**src/rtl/vga_rom_pic_bounce.sv**
```systemverilog
// VGA timing generator drawing a bouncing RGB565 ROM picture over a flat background.
// Latency: rgb/hsync/vsync trail the h/v counters by 2 pixel-enable ticks; the ROM is read 1 tick ahead.
// Backpressure: none; free-running raster, and the ROM must return data within one sys_clk of rom_addr.
module vga_rom_pic_bounce #(
  parameter int          H_SYNC   = 96,
  parameter int          H_BACK   = 48,
  parameter int          H_VALID  = 640,
  parameter int          H_FRONT  = 16,
  parameter int          V_SYNC   = 2,
  parameter int          V_BACK   = 33,
  parameter int          V_VALID  = 480,
  parameter int          V_FRONT  = 10,
  parameter int          PIC_W    = 100,
  parameter int          PIC_H    = 100,
  parameter int          ROM_AW   = 14,
  parameter int          CLK_DIV  = 2,
  parameter logic [15:0] BG_COLOR = 16'h0000,
  parameter logic        SYNC_POL = 1'b0
) (
  input  logic              sys_clk,
  input  logic              sys_rst_n,
  input  logic              move_en,
  input  logic [3:0]        step,
  output logic [ROM_AW-1:0] rom_addr,
  input  logic [15:0]       rom_data,
  output logic [15:0]       rgb,
  output logic              hsync,
  output logic              vsync,
  output logic              frame_start
);

  localparam int H_TOTAL   = H_SYNC + H_BACK + H_VALID + H_FRONT;
  localparam int V_TOTAL   = V_SYNC + V_BACK + V_VALID + V_FRONT;
  localparam int MAX_TOTAL = (H_TOTAL > V_TOTAL) ? H_TOTAL : V_TOTAL;
  // One spare bit so that x0 + step never wraps before the edge test.
  localparam int CW        = $clog2(MAX_TOTAL) + 1;
  localparam int DW        = (CLK_DIV > 1) ? $clog2(CLK_DIV) : 1;

  localparam logic [DW-1:0] DIV_LAST  = DW'(CLK_DIV - 1);
  localparam logic [CW-1:0] H_LAST    = CW'(H_TOTAL - 1);
  localparam logic [CW-1:0] V_LAST    = CW'(V_TOTAL - 1);
  localparam logic [CW-1:0] H_SYN_END = CW'(H_SYNC);
  localparam logic [CW-1:0] V_SYN_END = CW'(V_SYNC);
  localparam logic [CW-1:0] H_ACT_BEG = CW'(H_SYNC + H_BACK);
  localparam logic [CW-1:0] H_ACT_END = CW'(H_SYNC + H_BACK + H_VALID);
  localparam logic [CW-1:0] V_ACT_BEG = CW'(V_SYNC + V_BACK);
  localparam logic [CW-1:0] V_ACT_END = CW'(V_SYNC + V_BACK + V_VALID);
  localparam logic [CW-1:0] X_MAX     = CW'(H_VALID - PIC_W);
  localparam logic [CW-1:0] Y_MAX     = CW'(V_VALID - PIC_H);
  localparam logic [CW-1:0] PIC_W_C   = CW'(PIC_W);
  localparam logic [CW-1:0] PIC_H_C   = CW'(PIC_H);

  // Per-pixel attributes carried from the counter stage to the output stage.
  typedef struct packed {
    logic act;  // inside the visible area
    logic pic;  // inside the picture window
    logic hs;   // horizontal sync asserted
    logic vs;   // vertical sync asserted
    logic sof;  // counter position (0,0)
  } pix_meta_t;

  logic [DW-1:0]     div_cnt;
  logic              pix_en;
  logic              line_end;
  logic              frame_end;
  logic [CW-1:0]     h_cnt;
  logic [CW-1:0]     v_cnt;
  logic [CW-1:0]     px;
  logic [CW-1:0]     py;
  logic              h_act;
  logic              v_act;
  logic              in_pic;
  logic [ROM_AW-1:0] addr_calc;
  pix_meta_t         s1_now;
  pix_meta_t         s1_meta;

  logic [CW-1:0]     x0;
  logic [CW-1:0]     y0;
  logic              dx_right;
  logic              dy_down;
  logic [CW-1:0]     x0_nxt;
  logic [CW-1:0]     y0_nxt;
  logic              dx_nxt;
  logic              dy_nxt;
  logic [CW-1:0]     stp;
  logic              move_now;

  assign pix_en    = (div_cnt == DIV_LAST);
  assign line_end  = pix_en && (h_cnt == H_LAST);
  assign frame_end = line_end && (v_cnt == V_LAST);
  assign stp       = CW'(step);
  assign move_now  = move_en && (step != 4'd0);

  // Pixel-enable divider: one tick every CLK_DIV sys_clk (every cycle when CLK_DIV is 1).
  always_ff @(posedge sys_clk or negedge sys_rst_n) begin
    if (!sys_rst_n) begin
      div_cnt <= '0;
    end else if (pix_en) begin
      div_cnt <= '0;
    end else begin
      div_cnt <= div_cnt + DW'(1);
    end
  end

  // Raster counters: h advances per pixel tick, v advances on each h wrap.
  always_ff @(posedge sys_clk or negedge sys_rst_n) begin
    if (!sys_rst_n) begin
      h_cnt <= '0;
      v_cnt <= '0;
    end else if (pix_en) begin
      if (h_cnt == H_LAST) begin
        h_cnt <= '0;
        v_cnt <= (v_cnt == V_LAST) ? '0 : v_cnt + CW'(1);
      end else begin
        h_cnt <= h_cnt + CW'(1);
      end
    end
  end

  // Decode the current counter position into region flags and a picture address.
  always_comb begin
    h_act     = (h_cnt >= H_ACT_BEG) && (h_cnt < H_ACT_END);
    v_act     = (v_cnt >= V_ACT_BEG) && (v_cnt < V_ACT_END);
    // Offsets wrap outside the active area; they are only trusted when h_act/v_act hold.
    px        = h_cnt - H_ACT_BEG;
    py        = v_cnt - V_ACT_BEG;
    in_pic    = h_act && v_act &&
                (px >= x0) && (px < x0 + PIC_W_C) &&
                (py >= y0) && (py < y0 + PIC_H_C);
    // Full-width product, then keep the low ROM_AW bits.
    addr_calc = ROM_AW'(32'(py - y0) * 32'(PIC_W) + 32'(px - x0));
    s1_now     = '0;
    s1_now.act = h_act && v_act;
    s1_now.pic = in_pic;
    s1_now.hs  = (h_cnt < H_SYN_END);
    s1_now.vs  = (v_cnt < V_SYN_END);
    s1_now.sof = (h_cnt == '0) && (v_cnt == '0);
  end

  // Next picture origin and heading per axis; walls clamp the origin and reverse direction.
  always_comb begin
    x0_nxt = x0;
    dx_nxt = dx_right;
    y0_nxt = y0;
    dy_nxt = dy_down;
    if (dx_right) begin
      if (x0 + stp >= X_MAX) begin
        x0_nxt = X_MAX;
        dx_nxt = 1'b0;
      end else begin
        x0_nxt = x0 + stp;
      end
    end else begin
      if (x0 <= stp) begin
        x0_nxt = '0;
        dx_nxt = 1'b1;
      end else begin
        x0_nxt = x0 - stp;
      end
    end
    if (dy_down) begin
      if (y0 + stp >= Y_MAX) begin
        y0_nxt = Y_MAX;
        dy_nxt = 1'b0;
      end else begin
        y0_nxt = y0 + stp;
      end
    end else begin
      if (y0 <= stp) begin
        y0_nxt = '0;
        dy_nxt = 1'b1;
      end else begin
        y0_nxt = y0 - stp;
      end
    end
  end

  // Motion state only moves on the last tick of a frame, so the origin is fixed for a whole frame.
  always_ff @(posedge sys_clk or negedge sys_rst_n) begin
    if (!sys_rst_n) begin
      x0       <= '0;
      y0       <= '0;
      dx_right <= 1'b1;
      dy_down  <= 1'b1;
    end else if (frame_end && move_now) begin
      x0       <= x0_nxt;
      y0       <= y0_nxt;
      dx_right <= dx_nxt;
      dy_down  <= dy_nxt;
    end
  end

  // Stage 1: launch the ROM read and register the attributes of the same pixel.
  always_ff @(posedge sys_clk or negedge sys_rst_n) begin
    if (!sys_rst_n) begin
      s1_meta  <= '0;
      rom_addr <= '0;
    end else if (pix_en) begin
      s1_meta <= s1_now;
      if (in_pic) begin
        rom_addr <= addr_calc;
      end
    end
  end

  // Stage 2: pick ROM data, background or black, and drive syncs at the selected polarity.
  always_ff @(posedge sys_clk or negedge sys_rst_n) begin
    if (!sys_rst_n) begin
      rgb   <= 16'h0000;
      hsync <= ~SYNC_POL;
      vsync <= ~SYNC_POL;
    end else if (pix_en) begin
      rgb   <= s1_meta.pic ? rom_data : (s1_meta.act ? BG_COLOR : 16'h0000);
      hsync <= s1_meta.hs ? SYNC_POL : ~SYNC_POL;
      vsync <= s1_meta.vs ? SYNC_POL : ~SYNC_POL;
    end
  end

  // Single sys_clk strobe alongside the first output pixel of each frame.
  always_ff @(posedge sys_clk or negedge sys_rst_n) begin
    if (!sys_rst_n) begin
      frame_start <= 1'b0;
    end else begin
      frame_start <= pix_en && s1_meta.sof;
    end
  end

endmodule

```
**config.mk**
```make
export PLATFORM = sky130hd
export DESIGN_NAME = vga_rom_pic_bounce
export DESIGN_NICKNAME = d
export VERILOG_FILES = /design/src/rtl/vga_rom_pic_bounce.sv
export SDC_FILE = /design/constraint.sdc
export NUM_CORES = 1
export LEC_CHECK = 0
export ABC_AREA = 1
export CORE_ASPECT_RATIO = 1.2
export CORE_MARGIN = 1.5
export CORE_UTILIZATION = 65
export DETAILED_ROUTE_END_ITERATION = 8
export PLACE_DENSITY = 0.95
export SLEW_MARGIN = 10
export SYNTH_ARGS = -nofsm -noshare
export SYNTH_HDL_FRONTEND = slang
export SYNTH_SLANG_ARGS = --single-unit
```
**constraint.sdc**
```tcl
create_clock -name sys_clk -period 15.6 [get_ports sys_clk]
set_clock_uncertainty 0.15 [all_clocks]
set_input_delay 1.56 -clock sys_clk [delete_from_list [all_inputs] [get_ports sys_clk]]
set_output_delay 1.56 -clock sys_clk [all_outputs]
set_load 0.005 [all_outputs]
```
# == Yosys cells after proc, flatten, opt, wreduce, memory -nomap -nowiden ==
# Cells that the tools add are included.
# classes
n_addsub,14
multipliers,1
n_div,0
magnitude_cmp,14
eq_ne,2
shift,0
muxes,18
n_bitwise,0
reduce_logical,18
# op_table
op,n
11-bit 2-to-1 mux,8
32-bit by 5-bit multiplier with 12-bit output (second input constant),1
11-bit by 11-bit subtractor with 12-bit output,2
11-bit by 1-bit adder with 11-bit output (second input constant),2
11-bit by 4-bit adder with 11-bit output,2
11-bit by 7-bit adder with 11-bit output (second input constant),2
11-bit by 10-bit equality test with 1-bit output (second input constant),2
11-bit greater-or-equal comparator,2
11-bit by 4-bit <= comparator with 1-bit output,2
11-bit zero test,2
11-bit by 10-bit less-than comparator with 1-bit output (second input constant),2
11-bit less-than comparator,2
11-bit by 4-bit subtractor with 11-bit output,2
16-bit 2-to-1 mux,1
14-bit adder,1
1-bit logical AND,13
11-bit by 10-bit greater-or-equal comparator with 1-bit output (second input constant),1
11-bit by 6-bit greater-or-equal comparator with 1-bit output (second input constant),1
11-bit by 8-bit greater-or-equal comparator with 1-bit output (second input constant),1
11-bit by 9-bit greater-or-equal comparator with 1-bit output (second input constant),1
11-bit by 2-bit less-than comparator with 1-bit output (second input constant),1
11-bit by 7-bit less-than comparator with 1-bit output (second input constant),1
11-bit by 6-bit subtractor with 11-bit output (second input constant),1
11-bit by 8-bit subtractor with 11-bit output (second input constant),1
4 further kinds,13
# word_totals
register_bits,84
latch_bits,0
ram_bits,0
rom_bits,0
inputBits,23
output_inout_bits,33
word_cells,83
mem_count,0

# == Logic depth before layout (Yosys ltp) ==
# Gate-level depths: netlist (run 1).
# logic_depth
ltp_word,8
depth_mapped,33
ltp_nobuf,32

# == Worst setup path before layout (run 1) ==
# OpenSTA, ideal clock, no wires.
# synth_path
path_kind,register -> register
from,register v_cnt[0]
to,register rom_addr[13]
setup_time_ns,0.117
arrival_ns,4.922
required_time_ns,15.333
slack_ns,10.410
stages_incl_launch_ff,32
synth_period_minus_slack_ns,5.190
cell_sequence,dfrtp_1 ha_1 inv_1 or2_1 nand2_1 inv_1 ha_1 inv_1 o21ai_0 and2_1 xor2_1 ha_1 ha_1 inv_1 fa_1 inv_1 ha_1 nand2_1 o21ai_0 nand2_1 nand2_1 a21oi_1 xnor2_1 ha_1 nand2_1 nor3_1 nand3_1 o2111a_1 inv_1 nand3_1 nand3_1 nand2_1
# synth_via
elab_chain_len,8
elab_cells_between_ends,15
classes_between,add/sub: 3; mul: 1; order compare: 4; reduce/logical: 7
# synth_rtl
element,line_no,rtl
start: declaration,67,logic [CW-1:0] v_cnt;
start signal: assignment,113,v_cnt <= (v_cnt == V_LAST) ? '0 : v_cnt + CW'(1);
branches (longest 8 deep; another with 32-bit by 5-bit multiplier with 12-bit output),--,
end signal: assignment,201,rom_addr <= addr_calc;
end: declaration,24,"output logic [ROM_AW-1:0] rom_addr,"
# Parallel ways; which one is timed is not known.
# A chain may end at the register's enable or synchronous reset.

# == Final worst setup path (run 1) ==
# Same ends and word-level chain as after synthesis.

==> impl_results.md, run 1 <==
- Post-route DRC: 0
- Syn_nets: 1,269
- Slowest cell on crit path: fa_1
- Power Dens Cells: 57.57 nW/µm²
- DIE AREA: 13,760 µm²
- H-tree depth: 3
- Commonest non-fill, non-tap cells in the layout: nand2_1, inv_1, ha_1
- CP endpoint kind: register
- Via/cell ratio: 5.993
- Comb power frac: 17.1%
- Cell variety after synth: 60
- Synth warn: 0
- Ys async rst share: 100.0%
- TNS Setup: 0 ps
- Slew Limit Fails: 0
- Clk_lat worst skew: 350 ps
- Fraction of layout cells with a size suffix above 1: 7.555%
- Die height: 128.2 µm
- Outcome: completed
- Final setup viols: 0
- Post-Syn Area: 8489 µm²
- Detailed placement HPWL: 17.05 mm
- Core Footprint: 12,720 µm²
- First-pass DRT Iterations: 6
- LEAKAGE: 4.757 nW
- # rows: 45
- Post_cts resized: 0
- Layout fillers: 976
- First-pass GRT wire length: 36.01 mm
- Post-CTS Setup Bufs: 0
- Max_slew headroom: 29.40%
- Ys flop type: dfrtp_1
- Hold Vio Cnt, Final: 0
- Clock share of power: 42.0%
- Gpl congestion: 1.019
- Switching power: 0.0001594 W
- Hold_buf cts: 0
- Vias: 8,043
- Number of synthesized flops with an enable pin: 0
- Commonest non-fill, non-tap cell in the layout: nand2_1
- CP max FO: 5
- Seq cells post-synth: 84
- Gr usage total: 33.01%
- Layout overhead on the synthesized area: 10.43%
- VDD IR max: 0.04607 mV
- Initial Utilization: 66.72%
- DRT Wirelength: 21.87 mm
- Unrepaired setup endpoints after global routing: false
- Avg Synthesized Cell Area: 7.493 µm²
- Crit path time final: 5896 ps
- Max_cap viols: 0
- Critical path class: register to register
- IO Count: 56
- CTS Buffer Depth: 2
- Fin util: 73.68%
- CTS tree: yes
- Sequential area share after synthesis: 24.82%
- Startpoint Class: register
- CP peak stage delay: 490 ps
- Wire length per cell: 16.29 µm
- Data required, critical path: 15,700 ps
- I/O Buffers: 55
- Min-delay worst type: register to register
- Pin count of the biggest net entering global routing: 85
- F_max: 0.1696 GHz
- Switching Fraction: 29.54%
- Initial DRC Count: 587
- Register clock-pin slew on the reported worst setup and hold paths: 70 ps
- DRT antenna net count: 0
- TritonCTS buffer count: 9
- GRT overflow: 0
- CTS Sinks: 84
- Cells after Synth: 1,133
- Sequential power share: 40.8%
- CP Data Arrival Time: 6000 ps
- Internal: 0.0003803 W
- CTS root buffer: clkbuf_16
- NumNets Final: 1,309
- Ant diodes: 0
- Vias in the first global route: 7,723
- Die X: 107.3 µm
- Worst slew pin tran: 1059 ps
- Period Utilization, post-route: 37.79%
- Initial antenna violation count: 0
[critical path, delay by kind of cell, from the launching register on]
family          cells  cell delay [ps]
fa+ha+maj           7             2320
simple gates       12             1420
buf+inv             6              370
compound gates      4              740
xor+xnor            2              400
flops               1              410
[stage by stage]
step / cells / setup slack [ps] / total power [W] / hold WS [ps] / instance area [µm²]
after floorplan: 1133 / 10410 / 0.0002871 / 255.8 / 8489
after global placement: 1326 / 10140 / 0.0003117 / 279.1 / 9067
after detailed placement: 1326 / 9802 / 0.0003150 / 295.7 / 9067
after CTS: 1342 / 9787 / 0.0005396 / 300.3 / 9375
after global routing: 1342 / 9224 / 0.0005615 / 350.4 / 9375
final: 1342 / 9704 / 0.0005397 / 315.6 / 9375
[cell families (layout without fill, tap and decap cells)]
family	count (synthesis)	in the layout	synth area share (%)
compound gates	189	189	13.47
xor+xnor	85	85	8.990
fa+ha+maj	113	113	17.80
buf+inv	197	242	9.668
flops	84	84	24.82
simple gates	465	465	25.25
[worst paths after layout]
| kind | start | to | slack [ps] | depth (start not counted) |
|---|---|---|---|---|
| min | s1_meta[2] | hsync | 320 | 1 |
| max reg2reg | v_cnt[0] | rom_addr[13] | 9700 | 31 |
| max in group asynchronous | sys_rst_n | x0[10] | 13380 | 1 |
| min in group asynchronous | sys_rst_n | v_cnt[7] | 1230 | 1 |
| min reg2reg | s1_meta[2] | hsync | 320 | 1 |
| max | v_cnt[0] | rom_addr[13] | 9700 | 31 |
[layout make-up]
cell class                      instances  area [µm²]  share of cell area (%)
Clock buffer                            9       225.2                   2.402
Clock inverter                          7       82.58                  0.8808
Inverter                              170       638.1                   6.806
Multi-Input combinational cell        852        5562                   59.32
Sequential cell                        84        2107                   22.47
Tap cell                              164       205.2                   2.189
Timing Repair Buffer                   56       555.5                   5.926
[synthesized netlist by cell type, types with 4 or more instances]
cell type	n	share of area, %
a21boi_0	4	0.35
a21oi_1	74	4.4
a31oi_1	7	0.52
buf_2	4	0.24
buf_6	9	1.2
clkbuf_1	11	0.49
clkinv_1	5	0.22
dfrtp_1	80	24
dfstp_2	4	1.2
fa_1	13	3.1
ha_1	100	15
inv_1	156	6.9
inv_2	9	0.40
nand2_1	228	10
nand2_2	12	0.88
nand3_1	69	4.1
nand4_1	21	1.5
nor2_1	67	3.0
nor2_2	7	0.52
nor2_4	4	0.53
nor3_1	24	1.4
nor3_2	4	0.47
nor4_1	7	0.52
o21a_1	4	0.35
o21ai_0	51	3.0
o21ai_1	5	0.29
o21ai_2	14	1.4
o21bai_1	8	0.71
or2_2	4	0.29
xnor2_1	18	1.9
xor2_1	66	6.8
[state kept, by name (all words and copies together), names as in the netlist]
signal / cells
div_cnt: 1
dx_right: 1
dy_down: 1
frame_start: 1
h_cnt: 11
hsync: 1
rgb: 16
rom_addr: 14
s1_meta: 4
v_cnt: 11
vsync: 1
x0: 11
y0: 11
[power groups by stage]
stage	registers (W)	clock network, W	logic [W]
detailed placement	0.000225	0	0.0000904
floorplan	0.000223	0	0.0000636
global route	0.000220	0.000238	0.000103
CTS	0.000220	0.000228	0.0000913
finish	0.000220	0.000227	0.0000926
global placement	0.000224	0	0.0000872
[routing by layer]
layer	vias up	part of all wire (%)	track usage, %
met3	84	7.4	5.389
met5	-	0	0
li1	3810	-	-
met1	3730	39	39.06
met4	0	4.3	17.10
met2	419	49	57.25
No activity file was read; power rests on OpenSTA's default activity.
==> inputs of run 2 (changes only) <==
--- a/config.mk
+++ b/config.mk
@@ -8,9 +8,9 @@
 export ABC_AREA = 1
 export CORE_ASPECT_RATIO = 1.2
 export CORE_MARGIN = 1.5
-export CORE_UTILIZATION = 65
+export CORE_UTILIZATION = 55
 export DETAILED_ROUTE_END_ITERATION = 8
-export PLACE_DENSITY = 0.95
+export PLACE_DENSITY = 0.87
 export SLEW_MARGIN = 10
 export SYNTH_ARGS = -nofsm -noshare
 export SYNTH_HDL_FRONTEND = slang
==> constraint.sdc (replaced) <==
create_clock -name sys_clk -period 5.2 [get_ports sys_clk]
set_clock_uncertainty 0.15 [all_clocks]
set_input_delay 0.52 -clock sys_clk [delete_from_list [all_inputs] [get_ports sys_clk]]
set_output_delay 0.52 -clock sys_clk [all_outputs]
set_load 0.005 [all_outputs]
==> impl_results.md, run 2 (same netlist as run 1, synthesis figures left out) <==
- Wire length per cell: 16.79 µm
- Vias in the first global route: 8,238
- Worst slew pin tran: 824.2 ps
- Placed cells: 1,417
- CP Data Arrival Time: 5590 ps
- TritonCTS buffer count: 9
- Layout overhead on the synthesized area: 21.68%
- CP max FO: 4
- Core Footprint: 15,020 µm²
- CTS Sinks: 84
- Most used cell along the critical path: inv_2
- Period Utilization, post-route: 104.7%
- Worst hold slack: 292.5 ps
- CP endpoint kind: register
- Detailed placement HPWL: 17.30 mm
- Initial antenna violation count: 0
- Final Cell Area: 10,330 µm²
- Register clock-pin slew on the reported worst setup and hold paths: 70 ps
- DRT antenna net count: 0
- NumNets Final: 1,379
- CP peak stage delay: 600 ps
- Post-route DRC: 0
- Ant diodes: 0
- Largest registers: rgb: 16 flops, rom_addr: 14 flops
- Final worst setup slack: -245.6 ps
- DRT Wirelength: 24.38 mm
- CTS root buffer: clkbuf_16
- Initial DRC Count: 619
- Most flops, register: rgb
- Failing checks: setup timing
- Min-delay src: s1_meta[1]
- Final setup viols: 2
- Fin util: 68.77%
- LEAKAGE: 5.156 nW
- Vias: 8,391
- Largest register FFs: 16
- Commonest non-fill, non-tap cells in the layout: nand2_1, inv_1, ha_1
- Slowest cell on crit path: fa_2
- DIE AREA: 16,190 µm²
- Pin count of the biggest net entering global routing: 64
- Final cell count without fillers: 1,452
- Layout fillers: 1,117
- Crit path max-delay family: adder cells
- Dpl cell area: 9500 µm²
- Placement Setup Slack: -220.8 ps
- Outcome: finished, violations left
- CTS tree: yes
- Hold Vio Cnt, Final: 0
- VDD IR max: 0.1370 mV
- Max_cap viols: 0
- Unrepaired setup endpoints after global routing: true
- Via/cell ratio: 5.779
- Power Dens Cells: 174.2 nW/µm²
- Die X: 116.4 µm
- Gr usage total: 29.40%
- I/O Buffers: 55
- Die height: 139.1 µm
- Min-delay worst type: register to register
- Initial Utilization: 56.52%
- Gpl congestion: 0.9993
- Critical Path Source: v_cnt[0]
- F_max: 0.1836 GHz
- Slew Limit Fails: 0
- Buf/Inv on CP: 8
- Startpoint Class: register
- First-pass DRT Iterations: 6
- GRT overflow: 0
- Max_slew headroom: 45.06%
- Crit path time final: 5446 ps
- Clk_lat worst skew: 350 ps
- IO Count: 56
- First-pass GRT wire length: 37.94 mm
- # rows: 49
- Worst r2r src: v_cnt[0]
- Data required, critical path: 5340 ps
- CTS Buffer Depth: 2
- H-tree depth: 3
- Critical path class: register to register
- Fraction of layout cells with a size suffix above 1: 17.07%
- Commonest non-fill, non-tap cell in the layout: nand2_1
## run 2: repair_timing
item	CTS	global route
hold endpoints to repair	20	0
gates resized for setup	39	36
buffers inserted	8	11
endpoints found under the setup margin	4	5
pin swaps	23	20
hold buffers	1	0
## run 2: power breakdown
group / total (W) / leakage [nW] / switching [W] / internal (W)
combinational: 0.000413 / 3.94 / 0.000229 / 0.000184
clock: 0.000725 / 0.155 / 0.000296 / 0.000428
sequential: 0.000661 / 1.06 / 0.00000579 / 0.000656
## run 2: path summary, 6_finish.rpt
kind | slack [ps] | endpoint | depth (start not counted)
min | 290 | vsync | 1
min reg2reg | 290 | vsync | 1
max in group asynchronous | 3310 | v_cnt[2] | 3
max | -250 | rom_addr[13] | 31
max reg2reg | -250 | rom_addr[13] | 31
min in group asynchronous | 450 | rom_addr[13] | 2
## run 2: layout make-up
type | count | area, µm² | share of cell area [%]
Multi-Input combinational cell | 852 | 5903 | 57.15
Sequential cell | 84 | 2108 | 20.41
Tap cell | 204 | 255.2 | 2.471
Clock buffer | 9 | 225.2 | 2.180
Inverter | 170 | 638.1 | 6.177
Timing Repair Buffer | 126 | 1091 | 10.56
Clock inverter | 7 | 108.9 | 1.054
## run 2: layer usage
layer / vias to the layer above / wire (µm) / global-route usage (%)
met1: 3916 / 9341 / 34.33
met3: 111 / 1578 / 5.114
met4: 0 / 1295 / 15.34
met2: 422 / 12160 / 50.77
met5: - / 0 / 0
li1: 3942 / - / -
## run 2: stage by stage
stage	setup TNS (ps)	total power, W
5_1_grt	-1011	0.001869
2_1_floorplan	0	0.0008613
3_5_place_dp	-331.3	0.0009653
6_report	-333.2	0.001799
4_1_cts	0	0.001721
3_3_place_gp	-0.3344	0.0009593
## run 2: worst register-to-register path, delay by kind of cell (launching register included)
| family | cells | cell delay, ps |
|---|---|---|
| buffers and inverters | 8 | 580 |
| and+or+nand+nor | 9 | 970 |
| DFF | 1 | 440 |
| adders and majority gates | 7 | 2250 |
| AOI/OAI and AO/OA | 5 | 680 |
| xor gates and xnor gates | 2 | 280 |
==> inputs of run 3 (changes only) <==
--- a/config.mk
+++ b/config.mk
@@ -11,6 +11,7 @@
 export CORE_UTILIZATION = 55
 export DETAILED_ROUTE_END_ITERATION = 8
 export PLACE_DENSITY = 0.87
+export RECOVER_POWER = 25
 export SLEW_MARGIN = 10
 export SYNTH_ARGS = -nofsm -noshare
 export SYNTH_HDL_FRONTEND = slang
==> impl_results.md, run 3 (same netlist as run 1, synthesis figures left out) <==
- Outcome: finished, violations left
- Failing checks: setup timing
- H-tree depth: 3
- M2 GR Usage: 50.77%
- Data required, critical path: 5340 ps
- Gr usage total: 29.40%
- Setup slack, reg-to-reg: -260 ps
- Period Utilization, post-route: 105.1%
- Gpl congestion: 0.9993
- F_max: 0.1830 GHz
- VDD IR max: 0.1394 mV
- DRT Wirelength: 24.33 mm
- CP Data Arrival Time: 5610 ps
- IO Count: 56
- Final setup viols: 2
- Initial antenna violation count: 0
- Final Cell Area: 10,320 µm²
- Power Dens Cells: 174.5 nW/µm²
- Largest register FFs: 16
- NumNets Final: 1,379
- CP endpoint kind: register
- First-pass DRT Iterations: 8
- Most used cell along the critical path: inv_2
- Layout overhead on the synthesized area: 21.61%
- Placement Setup Slack: -220.8 ps
- DRT antenna net count: 0
- Largest registers: rgb: 16 flops, rom_addr: 14 flops
- Fraction of layout cells with a size suffix above 1: 16.91%
- Fin util: 68.73%
- Worst hold slack: 290.4 ps
- Most flops, register: rgb
- # rows: 49
- Via/cell ratio: 5.731
- Slowest cell on crit path: fa_2
- Commonest non-fill, non-tap cell in the layout: nand2_1
- Register clock-pin slew on the reported worst setup and hold paths: 70 ps
- Crit path time final: 5464 ps
- DIE AREA: 16,190 µm²
- Met1 usage: 34.33%
- Unrepaired setup endpoints after global routing: true
- Worst slew pin tran: 1252 ps
- Initial DRC Count: 694
- CTS tree: yes
- Clk_lat worst skew: 360 ps
- TritonCTS buffer count: 9
- Post-route DRC: 0
- Detailed placement HPWL: 17.30 mm
- Wire length per cell: 16.76 µm
- Min-delay worst type: register to register
- Comb power frac: 22.9%
- Die X: 116.4 µm
- CP max FO: 4
- Startpoint Class: register
- CTS Buffer Depth: 2
- CP peak stage delay: 600 ps
- Switching power: 0.0005337 W
- CTS root buffer: clkbuf_16
- Vias: 8,321
- Internal: 0.001268 W
- Slew Limit Fails: 0
- Sequential power share: 36.7%
- Busiest layer in global routing: met2
- Dpl cell area: 9500 µm²
- Die height: 139.1 µm
- TNS Setup: -361.1 ps
- Switching Fraction: 29.62%
- Max_slew headroom: 16.54%
- Commonest non-fill, non-tap cells in the layout: nand2_1, inv_1, ha_1
- Final worst setup slack: -264.1 ps
- Initial Utilization: 56.52%
- Vias in the first global route: 8,238
- Clock share of power: 40.4%
- Max_cap viols: 0
- Critical path class: register to register
- Core Footprint: 15,020 µm²
- Hold Vio Cnt, Final: 0
- Pin count of the biggest net entering global routing: 64
- I/O Buffers: 55
- Ant diodes: 0
- Met3 usage: 5.114%
- CTS Sinks: 84
- First-pass GRT wire length: 37.94 mm
- GRT overflow: 0
- LEAKAGE: 5.228 nW
## run 3: changes by cell type in the layout (fill, tap and decap cells not counted)
cell / before / now
clkdlybuf4s50_1: 54 / 33
dlygate4sd3_1: 1 / 22
buf_4: 69 / 68
clkbuf_1: 0 / 1
nor2_1: 64 / 65
nor2_2: 9 / 8
## run 3: what timing repair did
| action | 4_1_cts | 5_1_grt |
|---|---|---|
| pin swaps | 23 | 20 |
| resized for setup | 39 | 36 |
| hold buffers | 1 | 0 |
| setup buffers | 8 | 11 |
| endpoints found under the setup margin | 4 | 5 |
| hold endpoints to repair | 20 | 0 |
## run 3: worst max-delay path: cells and delay by family (launching register included)
family                     cells  cell delay, ps
xor gates and xnor gates       2             330
buffers and inverters          8             590
AOI/OAI and AO/OA              5             680
adders and majority gates      7            2220
DFF                            1             440
and+or+nand+nor                9             970
## run 3: worst paths after layout
check | endpoint | start | cells after the start
setup / recovery | rom_addr[13] | v_cnt[0] | 31
hold / removal | hsync | s1_meta[2] | 1
setup reg to reg | rom_addr[13] | v_cnt[0] | 31
hold reg to reg | hsync | s1_meta[2] | 1
max in group asynchronous | v_cnt[2] | sys_rst_n | 3
min in group asynchronous | rom_addr[13] | sys_rst_n | 2
## run 3: layout make-up
type | instances | area, µm²
Sequential cell | 84 | 2108
Inverter | 170 | 638.1
Tap cell | 204 | 255.2
Timing Repair Buffer | 126 | 1087
Clock inverter | 7 | 108.9
Multi-Input combinational cell | 852 | 5901
Fill cell | 1119 | 4697
Clock buffer | 9 | 225.2
## run 3: metrics by stage
step | total power, W | std cells
after floorplan | 0.0008613 | 1133
after global placement | 0.0009593 | 1417
after global routing | 0.001869 | 1452
after CTS | 0.001721 | 1442
after detailed placement | 0.0009653 | 1417
final | 0.001802 | 1452
## run 3: routing by layer
metal	routed length, µm	vias to the layer above
met1	9468	3889
met2	12120	389
met3	1484	99
met5	0	-
li1	-	3944
met4	1259	0
## run 3: power groups by stage
stage / Clock, W / Combinational [W] / Sequential (W)
after floorplan: 0 / 0.000191 / 0.000670
after global placement: 0 / 0.000286 / 0.000673
after detailed placement: 0 / 0.000292 / 0.000673
after CTS: 0.000735 / 0.000325 / 0.000661
after global routing: 0.000764 / 0.000443 / 0.000661
final: 0.000727 / 0.000413 / 0.000661
